==> src/rtl/br_misc_sink.sv <==
// br_misc_sink: sinks unused ready/valid channels, counting events and capturing the first offending beat
module br_misc_sink #(
    parameter int NumChannels = 1,
    parameter int Width       = 1,
    parameter int CountWidth  = 8,
    parameter int ReadyValue  = 1,
    localparam int ChW        = NumChannels > 1 ? $clog2(NumChannels) : 1
) (
    input  logic                         clk,
    input  logic                         rst,
    input  logic [NumChannels-1:0]       in_valid,
    input  logic [NumChannels*Width-1:0] in_data,
    output logic [NumChannels-1:0]       in_ready,
    input  logic                         clear,
    output logic                         unexpected,
    output logic [CountWidth-1:0]        event_count,
    output logic [ChW-1:0]               first_channel,
    output logic [Width-1:0]             first_data
);
    localparam int NW = $clog2(NumChannels + 1);
    localparam int SW = (CountWidth > NW ? CountWidth : NW) + 1;
    if (NumChannels < 1 || Width < 1 || CountWidth < 1 || (ReadyValue != 0 && ReadyValue != 1)) begin : g_bad_param
        $error("br_misc_sink: illegal parameters");
    end
    logic [NumChannels-1:0] valid_d;
    logic [NumChannels-1:0] evt;
    logic [NW-1:0]          n;
    logic [ChW-1:0]         low_ch;
    logic [Width-1:0]       low_data;
    logic [CountWidth-1:0]  base;
    logic [SW-1:0]          sum;
    logic [CountWidth-1:0]  sat;
    assign in_ready = (ReadyValue != 0) ? '1 : '0;
    assign evt      = (ReadyValue != 0) ? in_valid : in_valid & ~valid_d;
    assign base     = clear ? '0 : event_count;
    assign sum      = SW'(base) + SW'(n);
    assign sat      = (sum > SW'({CountWidth{1'b1}})) ? '1 : sum[CountWidth-1:0];
    always_comb begin
        n        = '0;
        low_ch   = '0;
        low_data = '0;
        for (int i = NumChannels - 1; i >= 0; i--) begin
            n = n + NW'(evt[i]);
            if (evt[i]) begin
                low_ch   = ChW'(i);
                low_data = in_data[i*Width +: Width];
            end
        end
    end
    always_ff @(posedge clk) begin
        valid_d <= in_valid;
        if (rst) begin
            unexpected    <= 1'b0;
            event_count   <= '0;
            first_channel <= '0;
            first_data    <= '0;
        end else begin
            event_count <= sat;
            unexpected  <= (unexpected & ~clear) | (n != '0);
            if ((!unexpected || clear) && n != '0) begin
                first_channel <= low_ch;
                first_data    <= low_data;
            end else if (clear) begin
                first_channel <= '0;
                first_data    <= '0;
            end
        end
    end
    always @(posedge clk) begin
        if (!rst) assert (!$isunknown(in_valid)) else $error("br_misc_sink: X on in_valid");
    end
endmodule

==> config.mk <==
export PLATFORM = sky130hd
export DESIGN_NAME = br_misc_sink
export DESIGN_NICKNAME = d
export VERILOG_FILES = /design/src/rtl/br_misc_sink.sv
export SDC_FILE = /design/constraint.sdc
export NUM_CORES = 1
export LEC_CHECK = 0
export ABC_CLOCK_PERIOD_IN_PS = 2500
export CAP_MARGIN = 20
export CORE_MARGIN = 3
export CORE_UTILIZATION = 30
export CTS_BUF_LIST = sky130_fd_sc_hd__clkbuf_4
export CTS_CLUSTER_SIZE = 28
export DETAILED_ROUTE_END_ITERATION = 10
export GPL_ROUTABILITY_DRIVEN = 1
export PLACE_DENSITY = 0.61
export RECOVER_POWER = 25
export SLEW_MARGIN = 20
export SYNTH_ARGS = -nofsm -noshare
export SYNTH_HDL_FRONTEND = slang
export SYNTH_SLANG_ARGS = --single-unit
==> constraint.sdc <==
create_clock -name clk -period 2.5 [get_ports clk]
set_input_delay 0.625 -clock clk [delete_from_list [all_inputs] [get_ports clk]]
set_output_delay 0.625 -clock clk [all_outputs]
set_load 0.02 [all_outputs]
==> results of run 1 <==
-- cell type report --
cell class                      count  area (sq um)  area share [%]
Multi-Input combinational cell     42         280.3           40.88
Sequential cell                    10         200.2           29.20
Timing Repair Buffer               15         143.9           20.99
Clock buffer                        3         22.52           3.285
Tap cell                           16         20.02           2.920
Inverter                            4         15.01           2.190
Clock inverter                      1         3.754          0.5474
-- flip-flops by register name, summed over array words and instances (netlist names) --
| register | count |
|---|---|
| unexpected | 1 |
| event_count | 8 |
| first_data | 1 |
-- path summary, 6_finish.rpt --
path / from / endpoint / slack, ps / cells past startpoint
min: first_data / first_data / 510 / 2
min reg2reg: first_data / first_data / 510 / 2
max reg2reg: event_count[0] / event_count[3] / 890 / 6
max: clear / event_count[3] / 310 / 7
-- where the power goes --
| group | internal [W] | total (W) | switching (W) |
|---|---|---|---|
| clock | 0.0000578 | 0.000121 | 0.0000627 |
| sequential | 0.000163 | 0.000165 | 0.00000209 |
| combinational | 0.0000166 | 0.0000353 | 0.0000187 |
| total | 0.000237 | 0.000321 | 0.0000835 |
-- cell usage in the layout (no fill, tap or decap), drive strengths merged, types with 2 or more instances in the layout --
master	n
clkdlybuf4s50	11
dfxtp	10
nand3	5
a21oi	5
inv	4
clkbuf	4
nand2b	3
xor2	3
dlygate4sd3	3
or4	3
and2b	2
nand2	2
o211ai	2
o21ai	2
or3	2
ha	2
conb	2
-- worst max-delay path: stages --
cell             delay, ps
clkdlybuf4s50_1        410
clkbuf_1               200
and2b_1                240
ha_1                   200
nand2_1                110
or4_4                  510
o21ai_1                 90
-- stage by stage --
| stage | power (W) | hold slack (ps) | util (%) |
|---|---|---|---|
| floorplan | 0.0001926 | 572.5 | - |
| global placement | 0.0002058 | 494.6 | 42.06 |
| detailed placement | 0.0002058 | 503.6 | 42.06 |
| CTS | 0.0003257 | 515.1 | 43.73 |
| global route | 0.0003340 | 556.4 | 43.49 |
| finish | 0.0003207 | 507.4 | 43.49 |
-- cells by family (layout without fill, tap and decap cells) --
logic type,after synthesis,count (layout)
simple gates,24,24
compound gates,11,11
flops,10,10
buf+inv,8,23
xor+xnor,3,3
fa+ha+maj,2,2
other cells,2,2
-- routing by layer --
metal,GRT usage (%),up-vias
met3,2.256,2
li1,-,242
met1,16.52,196
met4,9.677,0
met5,0,-
met2,14.78,11
==> impl_metrics.csv, run 1 <==
group,metric,value,unit
setup_path,end_kind,"flop",
synthesis,ys_async_sr_fraction,0,%
synthesis,avgSynthCellArea,8.779,sq um
synthesis,synthAdderAreaFrac,4.751,%
clock_tree,cts.htree.levels,1,
clock_tree,cts-resized-gates,0,
clock_tree,cts_buffer_depth,2,
placed_design,place.detailed.hpwl,823.9,um
synthesis,mappedNetlistArea,526.8,sq um
placed_design,dp_slack,96.08,ps
global_route,grt_first_pass_wirelength,1.787,mm
synthesis,yosys_register_bits,10,
pwr,p_leak,0.2832,nW
synthesis,synth.most_common_cell,"dfxtp_1",
synthesis,synth_nets,67,
floorplan,chipHeight,47.90,um
final_layout,area_delta_synth_final,30.17,%
synthesis,synth_top_family_by_area,"simple AND/OR/NAND/NOR gates",
timing,setup_viol,0,
synthesis,synth.distinct_cells,27,
final_layout,finalNetCount,83,
drt,first_pass_iters,4,
placed_design,post-place-cells,87,
clock_tree,postCtsSetupBuffers,0,
final_layout,nFillCells,164,
floorplan,rows,14,
placed_design,port_buffers,14,
timing,fin_crit_sh,87.48,%
placed_design,routabilityCongestion,0.8026,
synthesis,seq_area_frac_synth,38.00,%
floorplan,die-area,2294,sq um
global_route,grt_pass1_vias,409,
synthesis,synthMuxAreaShare,0,%
drt,routedWlPerCell,11.93,um
drt,wl_met3,55,um
pwr,p_per_area,467.7,nW/um^2
timing,maxSlewViolCount,0,
floorplan,core,1577,sq um
clock_tree,clk_latency,270,ps
flow_run,cap_violations,0,
synthesis,synth_top_area_share,38.00,%
drt,routed.top_layer,"met4",
final_layout,drive_above_1_share,6.667,%
setup_path,startpoint_type,"primary input",
final_layout,design_area,685.7,sq um
synthesis,yosysTopAreaCell,"dfxtp_1",
drt,vias,451,
clock_tree,postCtsHoldBufs,0,
timing,fin_ws,312.9,ps
drt,vias_per_cell,4.956,
global_route,grt_antenna_before_repair,0,
floorplan,die_width,47.90,um
synthesis,yosys-top-cells-count,"10 x dfxtp_1, 5 x a21oi_1, 5 x nand3_1",
drt,ant_nets,0,
drt,wl_met1,559,um
drt,wl_met2,451,um
min_path,hp-class,"reg -> reg",
synthesis,synth_edf_count,0,
global_route,grt_use_total,11.70,%
drt,drt_iter0_drc,11,
clock_tree,root_buffer,"clkbuf_4",
timing,clock.fmax,457.2,MHz
synthesis,synth_cells,60,
synthesis,synth-xor-area-share,4.988,%
clock_tree,tritoncts,"yes",
synthesis,ys.warnings.count,0,
timing,tns,0,ps
final_layout,final_cells,91,
synthesis,synth_ff_type,"dfxtp_1",
global_route,grt_start_max_net_pins,11,
setup_path,worst_ep_arrival_time,2400,ps
synthesis,synth_compound_area_share,12.59,%
synthesis,synthTopCellsByArea,"dfxtp_1 38%, xor2_1 5.0%, a21oi_1 4.8%",
setup_path,worstPathMaxFanout,10,
run_status,outcome,"finished clean",
setup_path,cp.required,2710,ps
floorplan,io_pins,17,
timing,hold_viol,0,
timing,rsz0062_at_grt,"false",
final_layout,diodes,0,
clock_tree,cts_buffers,3,
synthesis,synth_simple_gate_area_share,29.45,%
timing,period_minus_slack,2187,ps
clock_tree,cts_sinks,10,
placed_design,placed_cell_area,663.1,sq um
pwr,ir_drop,0.1766,mV
timing,finClkSkew,1.073,ps
drt,drc_errors,0,
global_route,grt-ovfl-total,0,
floorplan,start_util,33.41,%
drt,routed_wl,1.086,mm
clock_tree,clkTransAtPathRegs,70,ps
setup_path,crit_type,"in -> reg",
(Power assumes the default switching activity.)
==> run 2: changes to the inputs <==
Settings changed: ABC_CLOCK_PERIOD_IN_PS 2500 to default, CAP_MARGIN 20 to default, RECOVER_POWER 25 to 100.
==> impl_metrics.csv, run 2 (synthesis results as in run 1) <==
group,metric,value,unit
final_layout,reg_top3,"event_count (8), first_data (1), unexpected (1)",
timing,tns,0,ps
setup_path,crit_slowest_cell,"or4_1",
timing,setup_viol,0,
final_layout,multi_input_area,276.5,sq um
timing,fin_crit_sh,89.13,%
drt,vias_per_cell,4.978,
final_layout,finalNetCount,83,
drt,routed.top_layer,"met4",
timing,maxSlewViolCount,0,
global_route,grt_pass1_vias,409,
min_path,hp-class,"reg -> reg",
timing,finClkSkew,1.178,ps
drt,wl_met3,60,um
drt,vias,453,
timing,period_minus_slack,2228,ps
floorplan,start_util,33.41,%
clock_tree,clk_latency,270,ps
global_route,grt_first_pass_wirelength,1.787,mm
final_layout,largest_register,"event_count",
timing,hold_viol,0,
final_layout,largest_register_ff_count,8,
run_status,outcome,"finished clean",
floorplan,io_pins,17,
timing,rsz0062_at_grt,"false",
drt,first_pass_iters,4,
drt,drc_errors,0,
drt,wl_met2,437,um
setup_path,startpoint_type,"primary input",
floorplan,rows,14,
clock_tree,root_buffer,"clkbuf_4",
drt,ant_nets,0,
clock_tree,cts_sinks,10,
clock_tree,postCtsSetupBuffers,0,
clock_tree,cts_buffer_depth,2,
clock_tree,postCtsHoldBufs,0,
setup_path,path_cells,"clkdlybuf4s50_1, clkbuf_1, and2b_1, ha_1, nand2_1, or4_1, o21ai_0",
setup_path,cp.required,2700,ps
global_route,grt-ovfl-total,0,
placed_design,routabilityCongestion,0.8026,
drt,routedWlPerCell,11.88,um
final_layout,regArea,200.2,sq um
pwr,ir_drop,0.1762,mV
pwr,total_power,0.0003203,W
placed_design,port_buffers,14,
timing,clock.fmax,448.8,MHz
drt,wl_met1,548,um
setup_path,reg2reg_slack,850,ps
clock_tree,cts-resized-gates,0,
floorplan,core,1577,sq um
clock_tree,cts_buffers,3,
setup_path,cpPeakStageDelay,540,ps
clock_tree,clkTransAtPathRegs,70,ps
global_route,grt_use_total,11.70,%
global_route,grt_antenna_before_repair,0,
drt,routed_wl,1.081,mm
final_layout,nFillCells,164,
floorplan,chipHeight,47.90,um
floorplan,die-area,2294,sq um
clock_tree,tritoncts,"yes",
final_layout,diodes,0,
pwr,p_leak,0.3070,nW
flow_run,cap_violations,0,
clock_tree,cts.htree.levels,1,
final_layout,layout_common_cells,"10 x dfxtp_1, 10 x dlygate4sd3_1, 5 x nand3_1, 5 x a21oi_1",
setup_path,worstPathMaxFanout,10,
setup_path,worst_ep_arrival_time,2430,ps
placed_design,place.detailed.hpwl,823.9,um
pwr,p_per_area,469.6,nW/um^2
final_layout,area_delta_synth_final,29.45,%
setup_path,crit_type,"in -> reg",
global_route,grt_start_max_net_pins,11,
final_layout,drive_above_1_share,5.333,%
floorplan,die_width,47.90,um
drt,drt_iter0_drc,8,
setup_path,end_kind,"flop",
run 2: cell types whose count changed in the layout (fill, tap and decap cells not counted):
cell / change
clkdlybuf4s50_1: -7
dlygate4sd3_1: +7
o21ai_0: +2
o21ai_1: -2
or4_1: +1
or4_4: -1
run 2: path summary, 6_finish.rpt:
| kind | start | endpoint | cells past startpoint |
|---|---|---|---|
| max | clear | event_count[3] | 7 |
| min | first_data | first_data | 2 |
| max reg2reg | event_count[0] | event_count[3] | 6 |
| min reg2reg | first_data | first_data | 2 |
run 2: area by class of cell:
class	instances	area share, %
well taps	16	2.936
multi-input cells	42	40.55
clock inverters	1	0.5505
clock buffers	3	3.303
repair buffers	15	21.10
flip-flops and latches	10	29.36
inverters	4	2.202
run 2: worst max-delay path, delay by kind of cell:
family	cells	cell delay [ps]
fa+ha+maj	1	200
simple gates	3	890
buf+inv	2	610
compound gates	1	100
run 2: per-stage QoR:
step                worst slack [ps]  util, %  instances  cell area, sq um  hold slack [ps]
finish                         271.7    43.25         91             681.9            507.3
global route                   162.7    43.25         91             681.9            556.4
CTS                            388.2    43.73         91             689.4            515.1
detailed placement             96.08    42.06         87             663.1            503.6
global placement               117.4    42.06         87             663.1            494.6
floorplan                      485.9        -         60             526.8            572.5
run 2: where the power goes:
group	switching (W)	internal [W]	leakage [nW]	total [W]
logic	0.0000186	0.0000164	0.210	0.0000349
registers	0.00000208	0.000163	0.0813	0.000165
clock network	0.0000626	0.0000578	0.0154	0.000120
run 2: layer usage:
layer	up-vias	track usage (%)
li1	241	-
met1	195	16.52
met2	13	14.78
met3	4	2.256
met4	0	9.677
met5	-	0
==> edit 1 (flow settings as in run 1) <==
Set the parameter `NumChannels` to 2 (it was 1).
--- a/src/rtl/br_misc_sink.sv
+++ b/src/rtl/br_misc_sink.sv
@@ -1,6 +1,6 @@
 // br_misc_sink: sinks unused ready/valid channels, counting events and capturing the first offending beat
 module br_misc_sink #(
-    parameter int NumChannels = 1,
+    parameter int NumChannels = 2,
     parameter int Width       = 1,
     parameter int CountWidth  = 8,
     parameter int ReadyValue  = 1,
Interface: changed (resized in_data, in_ready and in_valid); port bits go from 17 to 20. No check against the original RTL was run, so the function may have changed too.
==> edit 1 against run 1 <==
Worst hold slack got worse by 0.027 ns; maximum frequency fell by 7.1%; design area rose by 36%; die area rose by 23%; sequential cell count rose by 1; sequential power rose by 13%; setup slack got worse by 0.17 ns; power rose by 22%; count of clock-buffer cells in the layout rose by 1; cell count rose by 40%; register-to-register slack got worse by 0.03 ns; routed wire length rose by 38%; area after synthesis rose by 27%; largest cell class unchanged; highest routed layer unchanged.
==> edit 1: results (changes against run 1) <==
Drt
  • Sum of routed wire segments on met1: 671 um (was 559 um)
  • Routed length on met3: 88 um (was 55 um)
  • Violation count after the first detailed-routing iteration: 10 (was 11)
  • Per-cell via count in the routed design: 4.92 (was 4.96)
  • Routed wire length: 1490 um (was 1090 um)
  • DR WL met2: 720 um (was 451 um)

Placed design
  • Cell area after placement: 905 um2 (was 663 um2)
  • Port bufs: 17 (was 14)
  • RD Place Congestion: 0.817 (was 0.803)
  • Pre-CTS setup slack: -0.217 ns (was 0.0961 ns)
  • Number of placed cells counting well taps: 123 (was 87)

Power and ir drop
  • Power share of the clock group: 33.4% (was 37.6%)
  • Power, Total: 0.393 mW (was 0.321 mW)
  • Power drawn by the sequential cells: 0.186 mW (was 0.165 mW)
  • Worst-case vdd ir drop: 0.216 mV (was 0.177 mV)
  • Total leakage power: 0.379 nW (was 0.283 nW)

Yosys
  • Post-synthesis compound-gate area fraction: 21.6% (was 12.6%)
  • Arithmetic-cell share of the synthesized area counting full adders, half adders and majority gates: 12.4% (was 4.75%)
  • Ranking of synthesized cells by area: sky130_fd_sc_hd__dfxtp_1 (33%), sky130_fd_sc_hd__ha_1 (9.4%), sky130_fd_sc_hd__a21oi_1 (4.5%) (was sky130_fd_sc_hd__dfxtp_1 (38%), sky130_fd_sc_hd__xor2_1 (5.0%), sky130_fd_sc_hd__a21oi_1 (4.8%))
  • Proportion of netlist area held by the largest area contributor: 33.0% (was 38.0%)
  • Mean post-synth cell area: 9.01 um2 (was 8.78 um2)
  • Sequential share of the synthesized area: 33.0% (was 38.0%)
  • Most instantiated cells after synthesis: sky130_fd_sc_hd__dfxtp_1 (11), sky130_fd_sc_hd__inv_1 (7), sky130_fd_sc_hd__a21oi_1 (6) (was sky130_fd_sc_hd__dfxtp_1 (10), sky130_fd_sc_hd__a21oi_1 (5), sky130_fd_sc_hd__nand3_1 (5))
  • Post-synthesis xor/xnor area fraction: 0% (was 4.99%)
  • Distinct cells, synth: 33 (was 27)

Global routing
  • Wire length of the first global-routing pass: 2480 um (was 1790 um)
  • Total GRT Usage: 12.3% (was 11.7%)
  • Global-route met1 utilization: 15.5% (was 16.5%)
  • Met3 track demand over resource in global routing: 5.35% (was 2.26%)
  • Number of global-route vias before repair: 570 (was 409)

Critical path
  • Signal arrival time at the worst endpoint: 2.50 ns (was 2.40 ns)
  • Slowest cell delay on critical path: 0.47 ns (was 0.51 ns)
  • Slowest stage cell on the critical path: sky130_fd_sc_hd__clkdlybuf4s50_1 (was sky130_fd_sc_hd__or4_4)
  • Kind of cell adding the most delay to the critical path: adder cells (was simple AND/OR/NAND/NOR gates)
  • Maximum fanout along the worst path: 5 (was 10)

Timing
  • Worst setup skew after layout: 0.00395 ns (was 0.00107 ns)

Final layout
  • Utilization of the core after routing: 45.7% (was 43.5%)
  • Cell Count, Final, Fillers Out: 127 (was 91)
  • # fillers: 202 (was 164)

Status
  • Run status: completed (unchanged)
edit 1: timing repair:
| action | in CTS | in global routing |
|---|---|---|
| hold endpoints to repair | 0 | 0 |
| setup endpoints to repair | 0 | 6 |
| resized for setup | 0 | 1 |
edit 1: cell type report:
| class | count | area share [%] |
|---|---|---|
| multi-input combinational | 53 | 42.5 |
| sequential | 11 | 23.6 |
| tap | 27 | 3.62 |
| clock buffer | 4 | 3.22 |
| timing repair buffer | 25 | 24.3 |
| inverter | 7 | 2.82 |
edit 1: path summary, 6_finish.rpt:
check                                               start                   endpoint  slack (ns)  cells past startpoint
worst max-delay path                          in_valid[0]  event_count[3]$_SDFF_PP0_        0.15                      8
worst min-delay path              first_data$_SDFFE_PP0P_    first_data$_SDFFE_PP0P_        0.48                      2
worst max register to register  event_count[1]$_SDFF_PP0_  event_count[3]$_SDFF_PP0_        0.86                      5
worst min register to register    first_data$_SDFFE_PP0P_    first_data$_SDFFE_PP0P_        0.48                      2
==> edit 2 (config.mk and constraints of run 1) <==
Without the edit above. Put one more register stage on the output `event_count`, without a reset. The value now appears one clock later. The other outputs are not delayed to match.
--- a/src/rtl/br_misc_sink.sv
+++ b/src/rtl/br_misc_sink.sv
@@ -19,6 +19,8 @@
 );
     localparam int NW = $clog2(NumChannels + 1);
     localparam int SW = (CountWidth > NW ? CountWidth : NW) + 1;
+
+    logic [CountWidth-1:0] event_count_s0;
     if (NumChannels < 1 || Width < 1 || CountWidth < 1 || (ReadyValue != 0 && ReadyValue != 1)) begin : g_bad_param
         $error("br_misc_sink: illegal parameters");
     end
@@ -32,7 +34,7 @@
     logic [CountWidth-1:0]  sat;
     assign in_ready = (ReadyValue != 0) ? '1 : '0;
     assign evt      = (ReadyValue != 0) ? in_valid : in_valid & ~valid_d;
-    assign base     = clear ? '0 : event_count;
+    assign base     = clear ? '0 : event_count_s0;
     assign sum      = SW'(base) + SW'(n);
     assign sat      = (sum > SW'({CountWidth{1'b1}})) ? '1 : sum[CountWidth-1:0];
     always_comb begin
@@ -51,11 +53,11 @@
         valid_d <= in_valid;
         if (rst) begin
             unexpected    <= 1'b0;
-            event_count   <= '0;
+            event_count_s0 <= '0;
             first_channel <= '0;
             first_data    <= '0;
         end else begin
-            event_count <= sat;
+            event_count_s0 <= sat;
             unexpected  <= (unexpected & ~clear) | (n != '0);
             if ((!unexpected || clear) && n != '0) begin
                 first_channel <= low_ch;
@@ -69,5 +71,9 @@
     always @(posedge clk) begin
         if (!rst) assert (!$isunknown(in_valid)) else $error("br_misc_sink: X on in_valid");
     end
+    always_ff @(posedge clk) begin
+        event_count <= event_count_s0;
+    end
+
 endmodule
 
Formal check against the unedited RTL: not equivalent (Yosys sat finds a counterexample within 4 cycles, from zero or initial values and one cycle with rst high).
==> edit 2 against run 1 <==
Sequential cell count up 8; setup slack better by 0.060 ns; global-route usage fell by 1.8 points; worst hold slack worse by 0.14 ns; area after synthesis increased by 30%; highest routed layer unchanged; non-clock buffer count did not move; critical path depth is the same; largest power group unchanged; routed wire length up 8.0%; sequential power increased by 79%; power increased by 47%; cell count grew 21%; clock skew rose by 0.0064 ns; design area grew 26%.
==> edit 2: results (changes against run 1) <==
Yosys
  • Most instantiated cells after synthesis: sky130_fd_sc_hd__dfxtp_1 (18), sky130_fd_sc_hd__a21oi_1 (5), sky130_fd_sc_hd__nand3_1 (5) (was sky130_fd_sc_hd__dfxtp_1 (10), sky130_fd_sc_hd__a21oi_1 (5), sky130_fd_sc_hd__nand3_1 (5))
  • Post-synthesis compound-gate area fraction: 9.65% (was 12.6%)
  • Sequential share of the synthesized area: 52.5% (was 38.0%)
  • Arithmetic-cell share of the synthesized area counting full adders, half adders and majority gates: 3.64% (was 4.75%)
  • Mux contribution to synthesized area: 0% (unchanged)
  • Ranking of synthesized cells by area: sky130_fd_sc_hd__dfxtp_1 (52%), sky130_fd_sc_hd__xor2_1 (3.8%), sky130_fd_sc_hd__a21oi_1 (3.6%) (was sky130_fd_sc_hd__dfxtp_1 (38%), sky130_fd_sc_hd__xor2_1 (5.0%), sky130_fd_sc_hd__a21oi_1 (4.8%))
  • Post-synthesis xor/xnor area fraction: 3.83% (was 4.99%)
  • Nets in the synthesized netlist: 75 (was 67)

Clock tree
  • Clock transition at the registers of the reported paths: 0.10 ns (was 0.07 ns)
  • Clock latency on the worst-skew pair: 0.29 ns (was 0.27 ns)

Global routing
  • Global-route met1 utilization: 11.3% (was 16.5%)
  • Number of global-route vias before repair: 486 (was 409)
  • Wire length of the first global-routing pass: 2000 um (was 1790 um)
  • Met2 GRT Util: 15.5% (was 14.8%)
  • Met3 track demand over resource in global routing: 5.54% (was 2.26%)
  • Total GRT Usage: 9.91% (was 11.7%)

Power and ir drop
  • Fraction of power consumed by combinational cells: 7.9% (was 11.0%)
  • Worst-case vdd ir drop: 0.313 mV (was 0.177 mV)
  • Power attributed to the clock group: 0.140 mW (was 0.121 mW)
  • Net switching power of the design: 0.103 mW (was 0.0835 mW)

Drt
  • Routed length on met3: 99 um (was 55 um)
  • Violation count after the first detailed-routing iteration: 5 (was 11)
  • Routed wire length: 1170 um (was 1090 um)
  • Vias after detailed routing: 514 (was 451)
  • Sum of routed wire segments on met1: 521 um (was 559 um)
  • DR WL met2: 545 um (was 451 um)

Final layout
  • Final nets: 91 (was 83)
  • Fraction of layout cells with a size suffix above 1: 7.23% (was 6.67%)
  • Largest registers: event_count (8), event_count_s0 (8) (was event_count (8), first_data (1), unexpected (1))
  • # fillers: 202 (was 164)

Placed design
  • RD Place Congestion: 0.787 (was 0.803)
  • Pre-CTS setup slack: 0.0780 ns (was 0.0961 ns)
  • Detail Placement HPWL: 894 um (was 824 um)

Status
  • Run status: completed (unchanged)

Critical path
  • Slowest stage cell on the critical path: sky130_fd_sc_hd__or4_4 (unchanged)
  • Maximum fanout along the worst path: 4 (was 10)
  • Signal arrival time at the worst endpoint: 2.35 ns (was 2.40 ns)

Floorplan
  • Width of the die: 53.9 um (was 47.9 um)

Timing
  • Worst setup skew after layout: 0.00743 ns (was 0.00107 ns)
[edit 2: cell count changes after synthesis, sizes merged]
cell          run 1  this run
dfxtp            10        18
[edit 2: worst paths after layout]
kind	start	end	slack, ns	cells after the start
hold reg to reg	event_count_s0[0]$_SDFF_PP0_	event_count[0]$_DFF_P_	0.36	0
setup / recovery	clear	event_count_s0[4]$_SDFF_PP0_	0.37	7
setup reg to reg	event_count_s0[0]$_SDFF_PP0_	event_count_s0[4]$_SDFF_PP0_	0.86	6
hold / removal	event_count_s0[0]$_SDFF_PP0_	event_count[0]$_DFF_P_	0.36	0
[edit 2: through the flow]
step	power [mW]	util [%]	instance area, um2	cells
floorplan	0.325	-	687	68
global placement	0.339	40.6	837	106
detailed placement	0.339	40.6	837	106
CTS	0.480	41.9	863	110
global route	0.493	41.9	863	110
finish	0.472	41.9	863	110
[edit 2: cells by family after synthesis]
kind of cell,Yosys count
AND/OR/NAND/NOR,24
flip-flops,18
AO/OA/AOI/OAI,11
buffers and inverters,8
XOR/XNOR,3
adder cells (fa/ha/maj),2
other,2
[edit 2: worst reg2reg max path: stages, from the launching register on]
cell and delay [ns]:
sky130_fd_sc_hd__dfxtp_1 0.34, sky130_fd_sc_hd__and2b_1 0.12, sky130_fd_sc_hd__ha_1 0.18, sky130_fd_sc_hd__ha_1 0.21, sky130_fd_sc_hd__nand2_1 0.11, sky130_fd_sc_hd__or4_4 0.51, sky130_fd_sc_hd__o21ai_1 0.09
[edit 2: cell type report]
class | instances | share of cell area [%]
multi-input cells | 42 | 32.5
inverters | 4 | 1.74
well taps | 27 | 3.91
repair buffers | 15 | 17.1
clock inverters | 1 | 0.435
flip-flops and latches | 18 | 41.7
clock buffers | 3 | 2.61
